[src/rtl/requantize_control_if.sv]
// Calculator-side interface of the requantize controller. The controller
// (master) publishes one line's parameters and a start strobe. The
// requantize calculator (slave) reports whether it can accept work and
// whether it is still busy with a line.
//
// Handshake: the master raises calc_start for exactly one cycle, and only
// after it has sampled calc_ready=1 and calc_active=0 on a clock edge.
// calc_start is registered, so it never depends combinationally on calc_ready.
// calc_index, calc_cb, calc_window, calc_mode and sel_subblock_gain are valid
// from the calc_start cycle. They hold until the master observes calc_active=0
// after the start, which marks that line as complete.
interface requantize_control_if;
  logic       calc_start;
  logic       calc_ready;
  logic       calc_active;
  logic [9:0] calc_index;
  logic [4:0] calc_cb;
  logic [1:0] calc_window;
  logic       calc_mode;
  logic [2:0] sel_subblock_gain;

  modport master (
    output calc_start, calc_index, calc_cb, calc_window, calc_mode, sel_subblock_gain,
    input  calc_ready, calc_active
  );

  modport slave (
    input  calc_start, calc_index, calc_cb, calc_window, calc_mode, sel_subblock_gain,
    output calc_ready, calc_active
  );
endinterface

[src/rtl/requantize_control.sv]
// Sequences the 576 lines of one granule through the requantize calculator.
// It supplies each line's scalefactor band, short window, block mode and the
// selected subblock gain. The band tables are fixed for 44.1 kHz.
module requantize_control (
  input  logic       clk,
  input  logic       rst,
  input  logic       start_granule,
  input  logic       window_switching_flag,
  input  logic       mixed_block_flag,
  input  logic [1:0] block_type,
  input  logic [2:0] subblock_gain0,
  input  logic [2:0] subblock_gain1,
  input  logic [2:0] subblock_gain2,
  output logic       busy,
  output logic       done,
  output logic [2:0] state_dbg,
  requantize_control_if.master calc
);

  typedef enum logic [2:0] {
    S_IDLE       = 3'd0,
    S_WAIT_READY = 3'd1,
    S_STARTED    = 3'd2,
    S_WAIT_DONE  = 3'd3,
    S_DONE       = 3'd4
  } state_t;

  state_t state, nxt;

  logic [9:0] index;
  logic [4:0] cb;
  logic [1:0] win;
  logic [5:0] pos;
  logic       mode;
  logic       mixed_lat;
  logic [2:0] gain0_lat, gain1_lat, gain2_lat;
  logic [2:0] sel_gain;
  logic       busy_q, done_q, start_q;

  logic short_blk, accept, last_line, advance;

  // First line of long band k; entry 22 is the end of the spectrum.
  function automatic logic [9:0] long_start(input logic [4:0] k);
    case (k)
      5'd0:    long_start = 10'd0;
      5'd1:    long_start = 10'd4;
      5'd2:    long_start = 10'd8;
      5'd3:    long_start = 10'd12;
      5'd4:    long_start = 10'd16;
      5'd5:    long_start = 10'd20;
      5'd6:    long_start = 10'd24;
      5'd7:    long_start = 10'd30;
      5'd8:    long_start = 10'd36;
      5'd9:    long_start = 10'd44;
      5'd10:   long_start = 10'd52;
      5'd11:   long_start = 10'd62;
      5'd12:   long_start = 10'd74;
      5'd13:   long_start = 10'd90;
      5'd14:   long_start = 10'd110;
      5'd15:   long_start = 10'd134;
      5'd16:   long_start = 10'd162;
      5'd17:   long_start = 10'd196;
      5'd18:   long_start = 10'd238;
      5'd19:   long_start = 10'd288;
      5'd20:   long_start = 10'd342;
      5'd21:   long_start = 10'd418;
      default: long_start = 10'd576;
    endcase
  endfunction

  // Lines per window in short band k.
  function automatic logic [5:0] short_width(input logic [4:0] k);
    case (k)
      5'd0, 5'd1, 5'd2, 5'd3: short_width = 6'd4;
      5'd4:    short_width = 6'd6;
      5'd5:    short_width = 6'd8;
      5'd6:    short_width = 6'd10;
      5'd7:    short_width = 6'd12;
      5'd8:    short_width = 6'd14;
      5'd9:    short_width = 6'd18;
      5'd10:   short_width = 6'd22;
      5'd11:   short_width = 6'd30;
      default: short_width = 6'd56;
    endcase
  endfunction

  assign short_blk = window_switching_flag & (block_type == 2'd2);
  assign accept    = (state == S_IDLE) & start_granule;
  assign last_line = (index == 10'd575);
  assign advance   = (state == S_WAIT_DONE) & ~calc.calc_active & ~last_line;

  // State register; reset wins over any pending start request.
  always_ff @(posedge clk) begin
    if (rst) state <= S_IDLE;
    else     state <= nxt;
  end

  // Next-state logic for the per-line start/complete handshake.
  always_comb begin
    nxt = state;
    case (state)
      S_IDLE:       if (start_granule) nxt = S_WAIT_READY;
      S_WAIT_READY: if (calc.calc_ready && !calc.calc_active) nxt = S_STARTED;
      S_STARTED:    nxt = S_WAIT_DONE;
      S_WAIT_DONE:  if (!calc.calc_active) nxt = last_line ? S_DONE : S_WAIT_READY;
      S_DONE:       nxt = S_IDLE;
      default:      nxt = S_IDLE;
    endcase
  end

  // Registered status and strobe outputs, decoded from the upcoming state.
  always_ff @(posedge clk) begin
    if (rst) begin
      busy_q  <= 1'b0;
      done_q  <= 1'b0;
      start_q <= 1'b0;
    end else begin
      busy_q  <= (nxt != S_IDLE);
      done_q  <= (nxt == S_DONE);
      start_q <= (nxt == S_STARTED);
    end
  end

  // Line, band, window and position counters; they move only on the advance edge.
  always_ff @(posedge clk) begin
    if (rst) begin
      index     <= '0;
      cb        <= '0;
      win       <= '0;
      pos       <= '0;
      mode      <= 1'b0;
      mixed_lat <= 1'b0;
      gain0_lat <= '0;
      gain1_lat <= '0;
      gain2_lat <= '0;
      sel_gain  <= '0;
    end else if (accept) begin
      index     <= '0;
      cb        <= '0;
      win       <= '0;
      pos       <= '0;
      mixed_lat <= short_blk & mixed_block_flag;
      mode      <= ~(short_blk & ~mixed_block_flag);
      gain0_lat <= subblock_gain0;
      gain1_lat <= subblock_gain1;
      gain2_lat <= subblock_gain2;
      sel_gain  <= (short_blk & ~mixed_block_flag) ? subblock_gain0 : 3'd0;
    end else if (advance) begin
      index <= index + 10'd1;
      if (mode) begin
        if (mixed_lat && index == 10'd35) begin
          // Mixed blocks leave the long region straight into short band 3.
          mode     <= 1'b0;
          cb       <= 5'd3;
          win      <= 2'd0;
          pos      <= 6'd0;
          sel_gain <= gain0_lat;
        end else if (cb != 5'd21 && (index + 10'd1) == long_start(cb + 5'd1)) begin
          cb <= cb + 5'd1;
        end
      end else if (pos == short_width(cb) - 6'd1) begin
        pos <= 6'd0;
        if (win == 2'd2) begin
          win      <= 2'd0;
          cb       <= cb + 5'd1;
          sel_gain <= gain0_lat;
        end else begin
          win      <= win + 2'd1;
          sel_gain <= (win == 2'd0) ? gain1_lat : gain2_lat;
        end
      end else begin
        pos <= pos + 6'd1;
      end
    end
  end

  assign busy                   = busy_q;
  assign done                   = done_q;
  assign state_dbg              = state;
  assign calc.calc_start        = start_q;
  assign calc.calc_index        = index;
  assign calc.calc_cb           = cb;
  assign calc.calc_window       = win;
  assign calc.calc_mode         = mode;
  assign calc.sel_subblock_gain = sel_gain;

endmodule

[src/flat_wrapper.sv]
// flat-port wrapper written by rule: the top's interface ports become plain ports
module requantize_control_flat 
  (clk, rst, start_granule, window_switching_flag, mixed_block_flag, block_type, subblock_gain0, subblock_gain1, subblock_gain2, busy, done, state_dbg, calc_calc_start, calc_calc_index, calc_calc_cb, calc_calc_window, calc_calc_mode, calc_sel_subblock_gain, calc_calc_ready, calc_calc_active);
  requantize_control_if calc_i ();
  input  logic clk;
  input  logic rst;
  input  logic start_granule;
  input  logic window_switching_flag;
  input  logic mixed_block_flag;
  input  logic [1:0] block_type;
  input  logic [2:0] subblock_gain0;
  input  logic [2:0] subblock_gain1;
  input  logic [2:0] subblock_gain2;
  output logic busy;
  output logic done;
  output logic [2:0] state_dbg;
  output wire logic [$bits(calc_i.calc_start)-1:0] calc_calc_start;
  output wire logic [$bits(calc_i.calc_index)-1:0] calc_calc_index;
  output wire logic [$bits(calc_i.calc_cb)-1:0] calc_calc_cb;
  output wire logic [$bits(calc_i.calc_window)-1:0] calc_calc_window;
  output wire logic [$bits(calc_i.calc_mode)-1:0] calc_calc_mode;
  output wire logic [$bits(calc_i.sel_subblock_gain)-1:0] calc_sel_subblock_gain;
  input wire logic [$bits(calc_i.calc_ready)-1:0] calc_calc_ready;
  input wire logic [$bits(calc_i.calc_active)-1:0] calc_calc_active;
  assign calc_calc_start = calc_i.calc_start;
  assign calc_calc_index = calc_i.calc_index;
  assign calc_calc_cb = calc_i.calc_cb;
  assign calc_calc_window = calc_i.calc_window;
  assign calc_calc_mode = calc_i.calc_mode;
  assign calc_sel_subblock_gain = calc_i.sel_subblock_gain;
  assign calc_i.calc_ready = calc_calc_ready;
  assign calc_i.calc_active = calc_calc_active;
  requantize_control u_core (.clk(clk), .rst(rst), .start_granule(start_granule), .window_switching_flag(window_switching_flag), .mixed_block_flag(mixed_block_flag), .block_type(block_type), .subblock_gain0(subblock_gain0), .subblock_gain1(subblock_gain1), .subblock_gain2(subblock_gain2), .busy(busy), .done(done), .state_dbg(state_dbg), .calc(calc_i));
endmodule
[config.mk]
export PLATFORM = sky130hd
export DESIGN_NAME = requantize_control_flat
export DESIGN_NICKNAME = d
export VERILOG_FILES = /design/src/rtl/requantize_control_if.sv /design/src/rtl/requantize_control.sv /design/src/flat_wrapper.sv
export SDC_FILE = /design/constraint.sdc
export NUM_CORES = 1
export LEC_CHECK = 0
export ABC_CLOCK_PERIOD_IN_PS = 4100
export CORE_MARGIN = 8
export CORE_UTILIZATION = 55
export CTS_CLUSTER_SIZE = 16
export DETAILED_ROUTE_END_ITERATION = 8
export PLACE_DENSITY_LB_ADDON = 0.2
export SLEW_MARGIN = 10
export SYNTH_ARGS = -nofsm -noshare
export SYNTH_HDL_FRONTEND = slang
export SYNTH_SLANG_ARGS = --single-unit
[constraint.sdc]
create_clock -name clk -period 4.1 [get_ports clk]
set_input_delay 1.025 -clock clk [delete_from_list [all_inputs] [get_ports clk]]
set_output_delay 1.025 -clock clk [all_outputs]
set_load 0.02 [all_outputs]
Word level (Yosys, flattened, before mapping)
Memories as Yosys holds them, arrays and structs flattened. A register that Yosys moved wholly into a read port is not among the register bits. Cells that the tools add are included. W data, S select, Z words.

ROM bits: 368. Memories kept: 2. Bits in registers: 43. Output and inout bits: 27. Logic and storage cells: 103.

Muxes and demuxes: 41. Bitwise logic cells: 10. Add/subtract/negate cells: 5. Equal/unequal tests: 15. Reduce and logical (&&, ||, !) cells: 16.

Memories: (no name shown) (words 32, bits a word 9, rd ports 1, clocked after Yosys merged registers in 0, write ports 0, line requantize_control.sv:44) `case (k)`; (no name shown) (words 16, bits a word 5, rd ports 1, clocked after Yosys merged registers in 1, write ports 0, line requantize_control.sv:73) `case (k)`.

Operators with widths (number): $mux W10 (5); $mux W6 (8); $mux W3 (12); $mux W5 (5); $pmux W3 S4 (1); $add A10 B1 Y10 const B (1); $eq A10 B10 Y1 (1); $eq A10 B10 Y1 const B (1); $eq A10 B6 Y1 const B (1); $eq A3 B2 Y1 const B (3); $mux W2 (4); $mux W4 (2); $add A6 B1 Y6 const B (1); $and A1 B1 Y1 (6); $eq A6 B6 Y1 (1); $ne A3 B3 Y1 const B (2); $reduce_and A3 Y1 (2); $reduce_bool A2 Y1 (3); $reduce_bool A3 Y1 (2); $sub A6 B1 Y6 const B (1); $add A5 B1 Y5 const B (1); $ne A5 B5 Y1 const B (1); $eq A2 B2 Y1 const B (2); $mux W1 (4); other kinds (12) (17).

Longest topological paths before layout
Depth after elaboration: 14. Gate-level depth with buffers: 15. Gate-level depth less buffers: 14.

Worst setup path after synthesis
No wires, ideal clock.

Kind: register to register. From: register u_core.cb[0] (netlist: u_core.calc.calc_cb[0]). To: register with a tool-made name. Path buffers: 1. Data required time: 3965 ps. Arrival: 3345 ps. Slack: 620 ps. Clock period less this slack: 3480 ps. Cell stages (with the launch flop): 16. Path through: dfxtp_1 -> buf_6 -> inv_2 -> ha_1 -> nand2_1 -> a311oi_1 -> o31ai_2 -> a21oi_1 -> o22ai_1 -> nor4_4 -> o221ai_4 -> mux2i_1 -> and2_1 -> ha_1 -> o21ai_0 -> o22ai_1.

RTL lines: start: declaration (line requantize_control.sv:31) `logic [4:0] cb;`; start signal: assignment (line requantize_control.sv:159) `cb <= cb + 5'd1;`; start signal: assignment (line requantize_control.sv:165) `cb <= cb + 5'd1;`.

==> flow_summary.json <==
{
  "dp_hpwl_mm": 6.518,
  "fin_total_pwr_mw": 0.8922,
  "fin_crit_sh_pct": 91.08,
  "fillers": 552,
  "hold_class": "reg -> reg",
  "post_cts_buffers": 0,
  "critPathCaptureType": "flop",
  "grt_pass1_wl_mm": 15.06,
  "drv_cap": 0,
  "ys_async_sr_fraction_pct": 0,
  "syn_nets": 461,
  "setup_violations": 0,
  "drt_iter0_markers": 126,
  "rsz0062_at_grt": "no",
  "drv_slew": 0,
  "drc_errors": 0,
  "std_cell_rows": 29,
  "synth_edf_count": 0,
  "diodes": 0,
  "leakage_nw": 1.411,
  "gr-total-overflow": 0,
  "postRouteAntennaNets": 0,
  "criticalPathCategory": "reg -> reg",
  "yosysMostFrequentCell": "dfxtp_1",
  "timing.final.crit_period_ps": 3734,
  "whs_endpoint": "u_core.gain1_lat[0]",
  "nets": 495,
  "via_count": 3154,
  "status": "complete, no violations",
  "netlist_top_cells_count": "48 x dfxtp_1, 45 x nor2_1, 43 x nand2_1",
  "grt_pass1_vias": 3222,
  "grtUsageTotal_pct": 20.11,
  "grt_max_degree": 27,
  "cts_made_buffers": 5,
  "io_pins": 45,
  "critPathLaunchType": "flop",
  "r2r-start": "u_core.calc.calc_cb[2]",
  "synth_area_per_cell_um2": 8.211,
  "synth_top_area_share_pct": 27.21,
  "ir_drop_v": 0.0001649,
  "synth.distinct_cells": 77,
  "power.density_mw_per_mm2": 218.4,
  "fin_skew_ps": 7.249,
  "hold_violations": 0,
  "postLayoutCellArea_mm2": 0.004085,
  "syn2layout_area_growth_pct": 15.70,
  "ys_seq_area_share_pct": 27.21,
  "yosys_warnings": 0,
  "die_area_mm2": 0.009240,
  "gp_congestion": 0.9250,
  "clock_path_buffers": 2,
  "wl_per_cell_um": 15.89,
  "portBuffers": 44,
  "clk_pin_slew_ps": 90,
  "cts_sinks": 48,
  "slew_headroom_pct": 44.53,
  "synth.area.top_cells": "dfxtp_1 27%, nor2_1 4.8%, ha_1 4.6%",
  "viasPerCell": 5.819,
  "die_h_um": 96.13,
  "ctsResizeCount": 0,
  "tritoncts": "yes",
  "clk-insertion-delay-late_ps": 300,
  "min_path_cells": 2,
  "start_util_pct": 56.25,
  "worstHoldStart": "u_core.gain1_lat[0]",
  "grt_antenna_before_repair": 0,
  "crit_fanout": 15,
  "ys_ff_latch": 48,
  "reg2reg_depth": 13,
  "cts_max_level": 2,
  "drt_wl_total_mm": 8.613,
  "clock.fmax_mhz": 267.8,
  "crit_arrival_ps": 3910,
  "fp.coreArea_mm2": 0.006277,
  "drive_above_1_share_pct": 9.677,
  "syn-instance-count": 430,
  "root_buffer": "clkbuf_8",
  "cp.required_ps": 4270,
  "postCtsHoldBufs": 0,
  "synthFlopType": "dfxtp_1",
  "synth.cell_area_mm2": 0.003531,
  "yosysTopAreaCell": "dfxtp_1",
  "reg2reg_slack_ps": 370,
  "first_pass_iters": 4,
  "placed_area_mm2": 0.003989,
  "worstMarginPinSlew_ps": 830.9,
  "die_x_um": 96.13,
  "fin_setup_tns_ps": 0
}
[where the power goes]
group / internal [mW] / switching (mW)
sequential: 0.479 / 0.0124
clock: 0.138 / 0.162
combinational: 0.0473 / 0.0529
total: 0.664 / 0.228
[metal layers]
metal	track usage (%)	wire, µm
met1	23.77	3786
met2	33.83	4047
met3	5.382	592
met4	7.810	187
met5	0	0
[layout make-up]
cell class,count,area (µm²),share of cell area [%]
multi-input cells,343,2355,57.64
flip-flops and latches,48,960.9,23.52
repair buffers,55,535.5,13.11
well taps,77,96.34,2.358
clock buffers,6,82.58,2.021
inverters,11,41.29,1.011
clock inverters,2,13.76,0.3369
[critical path, cell delays in order (launching register included)]
cell	delay, ps
dfxtp_1	770
buf_4	350
xor2_4	270
mux2i_1	260
o21ai_0	140
xnor2_1	210
o2111ai_2	180
nor4_4	270
o221ai_4	200
mux2i_1	250
nand2_1	120
ha_1	320
o21ai_0	160
o22ai_1	90
[cell usage in the layout, fill, tap and decap left out, types with 13 or more instances in the layout]
master,synthesis,final
mux2i_1,15,15
xnor2_1,15,15
a21oi_1,29,29
nor2_1,45,45
xor2_1,17,17
clkdlybuf4s50_1,0,44
dfxtp_1,48,48
ha_1,13,13
nand2_1,43,43
[how the worst max path moves through the flow]
stage | end | from | depth (start not counted) | slack, ps
2_1_floorplan | flop | u_core.calc.calc_cb[0] | 15 | 620
3_3_place_gp | flop | u_core.calc.calc_cb[2] | 13 | 510
3_5_place_dp | flop | u_core.calc.calc_cb[2] | 13 | 460
4_1_cts | flop | u_core.calc.calc_cb[2] | 13 | 440
5_1_grt | flop | u_core.calc.calc_cb[2] | 13 | 100
6_report | flop | u_core.calc.calc_cb[2] | 13 | 370
[metrics by stage]
step	setup WS, ps	hold WS (ps)	cells	utilization [%]
5_1_grt	95.44	477.8	542	65.08
2_1_floorplan	619.6	436.0	430	-
3_3_place_gp	506.2	443.5	534	63.54
6_report	365.6	461.7	542	65.08
3_5_place_dp	459.7	450.3	534	63.54
4_1_cts	436.7	463.6	542	65.08
[logic make-up (layout without fill, tap and decap cells)]
| family | count (synthesis) | in the layout | synth area share [%] |
|---|---|---|---|
| adders and majority gates | 14 | 14 | 4.890 |
| xor gates and xnor gates | 35 | 35 | 9.639 |
| muxes | 18 | 18 | 5.280 |
| buffers and inverters | 39 | 74 | 6.272 |
| DFF | 48 | 48 | 27.21 |
| AOI/OAI and AO/OA | 87 | 87 | 16.97 |
| and+or+nand+nor | 189 | 189 | 29.73 |
(Power assumes the default switching activity.)
